File: src/rtl/jtframe_joy_pkg.sv
// Shared joystick definitions: direction bit indices, 4-way priority order
// and the small combinational helpers used by the 4-way filter.
package jtframe_joy_pkg;

    localparam int DIR_RIGHT = 0;
    localparam int DIR_LEFT  = 1;
    localparam int DIR_DOWN  = 2;
    localparam int DIR_UP    = 3;
    localparam int NDIR      = 4;

    typedef logic [NDIR-1:0] dir_t;

    // Priority list, highest first in the most significant field: up > down > left > right.
    localparam logic [7:0] DIR_PRIO = {2'd3, 2'd2, 2'd1, 2'd0};

    // An opposing pair pressed together means that axis is released.
    function automatic dir_t strip_opposed(input dir_t v);
        dir_t o;
        o = v;
        if (v[DIR_RIGHT] && v[DIR_LEFT]) begin
            o[DIR_RIGHT] = 1'b0;
            o[DIR_LEFT]  = 1'b0;
        end else begin
            o = o;
        end
        if (v[DIR_UP] && v[DIR_DOWN]) begin
            o[DIR_UP]   = 1'b0;
            o[DIR_DOWN] = 1'b0;
        end else begin
            o = o;
        end
        return o;
    endfunction

    // One-hot pick of the highest-priority pressed direction, zero if none.
    function automatic dir_t prio_pick(input dir_t v);
        dir_t       r;
        logic [1:0] idx;
        r = 4'b0000;
        for (int i = NDIR - 1; i >= 0; i--) begin
            idx = DIR_PRIO[2*i +: 2];
            if ((r == 4'b0000) && v[idx]) begin
                r[idx] = 1'b1;
            end else begin
                r = r;
            end
        end
        return r;
    endfunction

endpackage

File: src/rtl/jtframe_4way_dbnc.sv
// Debounce stage: a raw direction pattern becomes the held pattern only after
// it has been sampled identically for DEBOUNCE consecutive clocks.
module jtframe_4way_dbnc
    import jtframe_joy_pkg::*;
#(
    parameter int DEBOUNCE = 15
) (
    input  logic       clk,
    input  logic       rst,
    input  logic [3:0] raw_i,
    output logic [3:0] held_o
);

    localparam logic [7:0] DB_LIM = 8'(DEBOUNCE);

    dir_t       cand_q, cand_d;
    dir_t       held_q, held_d;
    logic [7:0] cnt_q, cnt_d;

    // Count identical samples; any change restarts at one, the count saturates.
    always_comb begin
        cand_d = raw_i;
        if (raw_i != cand_q) begin
            cnt_d = 8'd1;
        end else if (cnt_q == 8'hFF) begin
            cnt_d = cnt_q;
        end else begin
            cnt_d = cnt_q + 8'd1;
        end
        if (cnt_d >= DB_LIM) begin
            held_d = raw_i;
        end else begin
            held_d = held_q;
        end
    end

    // Candidate, counter and held-pattern registers.
    always_ff @(posedge clk or negedge rst) begin
        if (!rst) begin
            cand_q <= 4'b0000;
            cnt_q  <= 8'd0;
            held_q <= 4'b0000;
        end else begin
            cand_q <= cand_d;
            cnt_q  <= cnt_d;
            held_q <= held_d;
        end
    end

    assign held_o = held_q;

endmodule

File: src/rtl/jtframe_4way_filter.sv
// 8-way to 4-way joystick filter with registered output. Define
// JTFRAME_4WAY_DEBOUNCE_EN to insert the jtframe_4way_dbnc input debouncer.
module jtframe_4way_filter
    import jtframe_joy_pkg::*;
#(
    parameter int DEBOUNCE = 15
) (
    input  logic       clk,
    input  logic       rst,
    input  logic       enable,
    input  logic [3:0] joy8way,
    output logic [3:0] joy4way
);

    if ((DEBOUNCE < 1) || (DEBOUNCE > 255)) begin : g_bad_debounce
        $error("jtframe_4way_filter: DEBOUNCE must be within 1..255");
    end

    dir_t in_s, valid_s, filt_s;
    dir_t joy_q, joy_d;
    dir_t last_q, last_d;

`ifdef JTFRAME_4WAY_DEBOUNCE_EN
    jtframe_4way_dbnc #(
        .DEBOUNCE (DEBOUNCE)
    ) u_dbnc (
        .clk    (clk),
        .rst    (rst),
        .raw_i  (joy8way),
        .held_o (in_s)
    );
`else
    assign in_s = joy8way;
`endif

    // last_q is always one-hot or zero, so overlap means the old direction is still pressed.
    always_comb begin
        valid_s = strip_opposed(in_s);
        if (valid_s == 4'b0000) begin
            filt_s = 4'b0000;
        end else if ((valid_s & last_q) != 4'b0000) begin
            filt_s = last_q;
        end else begin
            filt_s = prio_pick(valid_s);
        end
    end

    // The last direction follows the filter even in pass-through so enabling never glitches.
    always_comb begin
        last_d = filt_s;
        if (enable) begin
            joy_d = filt_s;
        end else begin
            joy_d = in_s;
        end
    end

    // Output and last-direction registers.
    always_ff @(posedge clk or negedge rst) begin
        if (!rst) begin
            joy_q  <= 4'b0000;
            last_q <= 4'b0000;
        end else begin
            joy_q  <= joy_d;
            last_q <= last_d;
        end
    end

    assign joy4way = joy_q;

endmodule

File: config.mk
export PLATFORM = sky130hd
export DESIGN_NAME = jtframe_4way_filter
export DESIGN_NICKNAME = d
export VERILOG_FILES = /design/src/rtl/jtframe_joy_pkg.sv /design/src/rtl/jtframe_4way_dbnc.sv /design/src/rtl/jtframe_4way_filter.sv
export SDC_FILE = /design/constraint.sdc
export NUM_CORES = 1
export LEC_CHECK = 0
export ABC_AREA = 0
export BUFFER_PORTS_ARGS = -buffer_cell sky130_fd_sc_hd__buf_2
export CORE_MARGIN = 1.5
export CORE_UTILIZATION = 40
export CTS_BUF_LIST = sky130_fd_sc_hd__clkbuf_4 sky130_fd_sc_hd__clkbuf_8 sky130_fd_sc_hd__clkbuf_16
export CTS_CLUSTER_DIAMETER = 30
export CTS_CLUSTER_SIZE = 40
export DETAILED_ROUTE_END_ITERATION = 10
export GPL_ROUTABILITY_DRIVEN = 0
export PLACE_DENSITY_LB_ADDON = 0.1
export SYNTH_ARGS = -nofsm -noshare
export SYNTH_HDL_FRONTEND = slang
export SYNTH_SLANG_ARGS = --single-unit
File: constraint.sdc
create_clock -name clk -period 1.41 [get_ports clk]
set_clock_uncertainty 0.05 [all_clocks]
set_input_delay 0.2115 -clock clk [delete_from_list [all_inputs] [get_ports clk]]
set_output_delay 0.2115 -clock clk [all_outputs]
set_load 0.005 [all_outputs]
==> out/metrics.csv, run 1 <==
stage;metric;value;unit
outcome;outcome;finished, final reports clean;
run;maxCapViolCount;0;
floorplan;core;1270;um2
final_layout;diodes;0;
worst_hold_path;whs_endpoint;joy4way[0]$_DFF_PN0_;
timing;rsz0062_at_grt;false;
placement;place_worst_setup_slack;-0.0433;ns
clocking;tritoncts;done;
drt;postRouteAntennaNets;0;
worst_hold_path;hold_class;in2reg;
pwr;power.density;849;nW/um2
synth;synth_area_per_cell;10.7;um2
synth;syn-num-nets;62;
pwr;max-vdd-ir-drop;0.358;mV
synth;yosys_warnings;0;
final_layout;fillers;117;
worst_setup_path;crit_path_start_kind;register;
worst_setup_path;cp-end-kind;register;
clocking;root_buffer;clkbuf_4;
placement;dp.cells;79;
worst_setup_path;cp.arrival;1.31;ns
pwr;power.leakage;0.360;nW
final_layout;final_cells;83;
synth;ys_seq_area_share;37.4;%
drt;drt_wl_total;1090;um
timing;setup_viol;0;
synth;synth_area_leaders;dfrtp_1, ha_1, a22oi_4, o221ai_1, nand4_1;
drt;drt_pass1_iterations;4;
timing;drv_slew;0;
final_layout;syn2layout_area_growth;24.5;%
clocking;clock-sinks;8;
drt;wl_per_cell;13.2;um
clocking;clk_path_buf_depth;2;
worst_setup_path;r2r_setup_slack;0.15;ns
drt;vias;467;
global_routing;grt_pass1_wl;1900;um
timing;slew_headroom;83.0;%
floorplan;dieArea;1570;um2
synth;syn_area;536;um2
clocking;h-tree-depth;1;
timing;layout_setup_ws;0.155;ns
synth;synth_cell_types;18;
drt;drt-vias-per-instance;5.63;
drt;drt_iter0_markers;12;
placement;port_buffers;10;
timing;period_share;89.0;%
timing;hold_slack;0.231;ns
floorplan;dieWidth;39.6;um
global_routing;globalRouteOverflowTotal;0;
timing;period_needed;1.26;ns
timing;setup_tns;0;ns
worst_setup_path;rr_worst_depth;3;
synth;synth_top_area_share;37.4;%
worst_setup_path;crit_fanout;6;
clocking;cts_buffers;3;
clocking;clkLatencyLatePin;0.25;ns
synth;ys_ff_latch;8;
timing;worst_pin_slew;0.254;ns
global_routing;grt_max_degree;9;
final_layout;nets;82;
timing;finalHoldViolCount;0;
timing;max_freq;797;MHz
floorplan;rows;13;
final_layout;drive_above_1_share;35.3;%
global_routing;grt_pass1_vias;454;
global_routing;antenna_found_initial;0;
floorplan;die_y;39.6;um
global_routing;grt.total_usage;18.7;%
synth;synthCells;50;
drt;drc;0;
worst_setup_path;critPathKind;reg2reg;
worst_setup_path;required;1.47;ns
clocking;clk_pin_slew;0.05;ns
placement;place_hpwl;880;um
worst_setup_path;r2r_end;joy4way[3]$_DFF_PN0_;
worst_setup_path;reg2reg_from;last_q[1]$_DFF_PN0_;
floorplan;start_util;42.2;%
worst_hold_path;min_path_cells;2;
worst_hold_path;min_from;enable;
floorplan;ios;11;
synth;synth_top_cell_by_area;dfrtp_1;
[routing by layer]
| metal | wire length, um | vias up | GRT usage, % |
|---|---|---|---|
| li1 | - | 233 | - |
| met1 | 514 | 217 | 23.4 |
| met2 | 511 | 17 | 29.1 |
| met3 | 67 | 0 | 3.41 |
| met4 | 0 | 0 | 11.2 |
| met5 | 0 | - | 0 |
[critical path, cell delays in order (launching register included)]
cell and delay [ns]:
dfrtp_1 0.44, a22o_2 0.34, nor2_2 0.14, o221ai_1 0.15
[flip-flops by register name (all words and copies together), names as in the netlist]
| name | count |
|---|---|
| last_q | 4 |
| joy4way | 4 |
[through the flow]
stage / cell area (um2) / utilization, % / power [mW]
global placement: 634 / 50.0 / 0.400
finish: 667 / 52.6 / 0.566
global route: 667 / 52.6 / 0.613
floorplan: 536 / - / 0.349
CTS: 667 / 52.6 / 0.576
detailed placement: 634 / 50.0 / 0.400
[final cells by class]
type,instances,area [um2],share of cell area (%)
Tap cell,15,18.8,2.81
Inverter,5,18.8,2.81
Sequential cell,8,200,30.0
Clock buffer,3,22.5,3.38
Multi-Input combinational cell,37,317,47.5
Timing Repair Buffer,15,90.1,13.5
[synthesized netlist by cell type, drive strengths merged]
cell type / count
inv: 5
nand2: 3
o221ai: 4
o21ai: 4
a21oi: 4
nand4: 4
nand3: 3
a211oi: 1
dfrtp: 8
a22oi: 2
ha: 5
nor2: 1
a21boi: 1
a22o: 2
o211ai: 1
and2: 2
[where the power goes]
group | internal [mW] | total, mW | switching [mW] | leakage (nW)
sequential | 0.248 | 0.266 | 0.0180 | 0.104
clock | 0.0969 | 0.167 | 0.0704 | 0.0138
combinational | 0.0612 | 0.133 | 0.0717 | 0.241
total | 0.406 | 0.566 | 0.160 | 0.360
[kinds of logic (layout without fill, tap and decap cells)]
kind of cell,Yosys count,in the layout,share of synthesized area (%)
AO/OA/AOI/OAI,19,19,34.3
AND/OR/NAND/NOR,13,13,13.1
flip-flops,8,8,37.4
adder cells (fa/ha/maj),5,5,11.7
buffers and inverters,5,23,3.51
[worst max-delay path by stage]
stage	from	to	slack, ns	cells after the start
final	last_q[1]$_DFF_PN0_	joy4way[3]$_DFF_PN0_	0.15	3
after global routing	joy8way[2]	joy4way[0]$_DFF_PN0_	0.1	6
after CTS	last_q[1]$_DFF_PN0_	joy4way[2]$_DFF_PN0_	0.17	3
after detailed placement	joy8way[2]	joy4way[0]$_DFF_PN0_	-0.04	6
after global placement	joy8way[2]	joy4way[0]$_DFF_PN0_	-0.04	6
after floorplan	joy8way[2]	joy4way[0]$_DFF_PN0_	0.18	5
[repair_timing]
action,CTS,global route
gates resized for setup,0,0
hold endpoints to repair,8,0
buffers inserted,0,0
hold buffers,1,0
[cells in the final DEF (no fill, tap or decap)]
| master | Yosys | routed |
|---|---|---|
| nor2_2 | 1 | 1 |
| a22o_2 | 1 | 1 |
| a22oi_4 | 2 | 2 |
| o211ai_2 | 1 | 1 |
| buf_4 | 0 | 4 |
| a211oi_1 | 1 | 1 |
| nand4_1 | 4 | 4 |
| inv_1 | 5 | 5 |
| a21boi_4 | 1 | 1 |
| a22o_4 | 1 | 1 |
| dfrtp_1 | 8 | 8 |
| o21ai_1 | 3 | 3 |
| clkbuf_4 | 0 | 3 |
| nand2_1 | 3 | 3 |
| nand3_1 | 3 | 3 |
| buf_2 | 0 | 10 |
| ha_1 | 5 | 5 |
| o221ai_1 | 4 | 4 |
| dlygate4sd3_1 | 0 | 1 |
| and2_1 | 2 | 2 |
| o21ai_0 | 1 | 1 |
| a21oi_1 | 4 | 4 |
(Power assumes the default switching activity.)
==> run 2: changes to the inputs <==
clock period = 1.5 ns   (was 1.41 ns; I/O delays follow)
==> out/metrics.csv, run 2 (synthesis results as in run 1) <==
stage;metric;value;unit;change
worst_hold_path;hold_class;in2reg;;unchanged
drt;drt-vias-per-instance;5.49;;was 5.63
clocking;h-tree-depth;1;;unchanged
global_routing;grt_pass1_vias;423;;was 454
worst_setup_path;r2r_setup_slack;0.24;ns;was 0.15 ns
floorplan;ios;11;;unchanged
pwr;p_sw;0.147;mW;was 0.160 mW
worst_setup_path;setup.worst_path.start;joy8way[2];;was last_q[1]$_DFF_PN0_
floorplan;core;1270;um2;unchanged
worst_setup_path;cp-end-kind;register;;unchanged
pwr;max-vdd-ir-drop;0.267;mV;was 0.358 mV
placement;place_hpwl;882;um;was 880 um
final_layout;most-common-layout-cells;buf_2, dfrtp_1, inv_1, ha_1;;unchanged
timing;setup_viol;0;;unchanged
timing;rsz0062_at_grt;false;;unchanged
final_layout;final_common_cell;buf_2;;unchanged
final_layout;nets;79;;was 82
timing;worst_pin_slew;0.248;ns;was 0.254 ns
clocking;cts_buffers;3;;unchanged
worst_setup_path;crit_fanout;4;;was 6
timing;hold_slack;0.238;ns;was 0.231 ns
clocking;clk_pin_slew;0.05;ns;about the same
timing;period_needed;1.28;ns;
worst_setup_path;critPathKind;in2reg;;was reg2reg
worst_setup_path;r2r_end;joy4way[0]$_DFF_PN0_;;was joy4way[3]$_DFF_PN0_
timing;setup_tns;0;ns;unchanged
placement;place_area;612;um2;was 634 um2
placement;place_worst_setup_slack;-0.0498;ns;was -0.0433 ns
final_layout;fillers;123;;was 117
floorplan;start_util;42.2;%;unchanged
final_layout;drive_above_1_share;32.3;%;was 35.3%
worst_setup_path;crit_path_start_kind;primary input;;was register
drt;drc;0;;unchanged
pwr;power.density;813;nW/um2;was 849 nW/um2
global_routing;grt_pass1_wl;1720;um;was 1900 um
timing;finalHoldViolCount;0;;unchanged
worst_setup_path;required;1.60;ns;was 1.47 ns
clocking;tritoncts;done;;unchanged
floorplan;dieArea;1570;um2;unchanged
timing;layout_setup_ws;0.219;ns;was 0.155 ns
drt;vias;439;;was 467
timing;drv_slew;0;;unchanged
worst_setup_path;reg2reg_from;last_q[1]$_DFF_PN0_;;unchanged
floorplan;rows;13;;unchanged
floorplan;dieWidth;39.6;um;unchanged
global_routing;grt_max_degree;9;;unchanged
clocking;clkLatencyLatePin;0.24;ns;was 0.25 ns
final_layout;fin_area;644;um2;was 667 um2
clocking;clock-sinks;8;;unchanged
pwr;seqPwrFrac;47.7;%;was 47.0%
run;maxCapViolCount;0;;unchanged
clocking;root_buffer;clkbuf_4;;unchanged
worst_setup_path;crit_end;joy4way[0]$_DFF_PN0_;;was joy4way[3]$_DFF_PN0_
final_layout;diodes;0;;unchanged
drt;drt_wl_total;1060;um;was 1090 um
pwr;internal_power;0.377;mW;was 0.406 mW
worst_setup_path;cp.arrival;1.38;ns;was 1.31 ns
global_routing;antenna_found_initial;0;;unchanged
drt;drt_iter0_markers;9;;was 12
placement;port_buffers;10;;unchanged
drt;postRouteAntennaNets;0;;unchanged
drt;drt_pass1_iterations;4;;unchanged
pwr;combPwrFrac;22.6;%;was 23.5%
pwr;power.leakage;0.345;nW;was 0.360 nW
pwr;clkPwrFrac;29.7;%;was 29.6%
global_routing;globalRouteOverflowTotal;0;;unchanged
timing;slew_headroom;83.5;%;was 83.0%
global_routing;grt.total_usage;16.5;%;was 18.7%
timing;max_freq;780;MHz;
drt;wl_per_cell;13.2;um;about the same
floorplan;die_y;39.6;um;unchanged
clocking;clk_path_buf_depth;2;;unchanged
clocking;cts_resized;0;;unchanged
timing;period_share;85.4;%;
outcome;outcome;finished, final reports clean;;unchanged
worst_setup_path;rr_worst_depth;3;;unchanged
final_layout;syn2layout_area_growth;20.3;%;was 24.5%
pwr;p_sw_share;28.1;%;was 28.3%
-- run 2: cell count changes in the layout (fill, tap and decap cells not counted) --
cell / delta
buf_4: -3
-- run 2: timing repair --
action,CTS,global route
hold buffers,1,0
buffers inserted,0,0
endpoints found under the hold margin,8,0
-- run 2: power groups by stage --
stage	Combinational (mW)	Clock (mW)	Sequential (mW)
after detailed placement	0.118	0	0.253
after CTS	0.119	0.164	0.250
after floorplan	0.0762	0	0.252
after global placement	0.117	0	0.253
after global routing	0.131	0.187	0.252
final	0.118	0.156	0.250
-- run 2: critical path, stage by stage --
cell and delay (ns):
buf_2 0.11, inv_1 0.06, ha_1 0.36, a211oi_1 0.26, nand4_1 0.16, o221ai_1 0.21
-- run 2: layer usage --
| layer | track usage (%) | share of wire (%) |
|---|---|---|
| met5 | 0 | 0 |
| met3 | 1.70 | 4.8 |
| met2 | 25.0 | 51 |
| met4 | 12.9 | 0 |
| met1 | 21.0 | 45 |
-- run 2: cell type report --
cell class | count | area, um2 | area share [%]
Multi-Input combinational cell | 37 | 317 | 49.1
Tap cell | 15 | 18.8 | 2.91
Clock buffer | 3 | 22.5 | 3.50
Sequential cell | 8 | 200 | 31.1
Inverter | 5 | 18.8 | 2.91
Timing Repair Buffer | 12 | 67.6 | 10.5
-- run 2: metrics by stage --
stage                     std cells  total power [mW]  utilization, %
after detailed placement         76             0.371            48.2
after CTS                        80             0.534            50.8
after floorplan                  50             0.328               -
final                            80             0.524            50.8
after global placement           76             0.371            48.2
after global routing             80             0.570            50.8
-- run 2: worst min path at each step --
stage	from	endpoint	slack [ns]	cells past startpoint
floorplan	rst	joy4way[0]$_DFF_PN0_	-0.12	0
global placement	rst	joy4way[3]$_DFF_PN0_	0.02	1
detailed placement	rst	joy4way[0]$_DFF_PN0_	0.02	1
CTS	enable	joy4way[3]$_DFF_PN0_	0.22	2
global route	enable	joy4way[1]$_DFF_PN0_	0.24	2
finish	enable	joy4way[1]$_DFF_PN0_	0.24	2
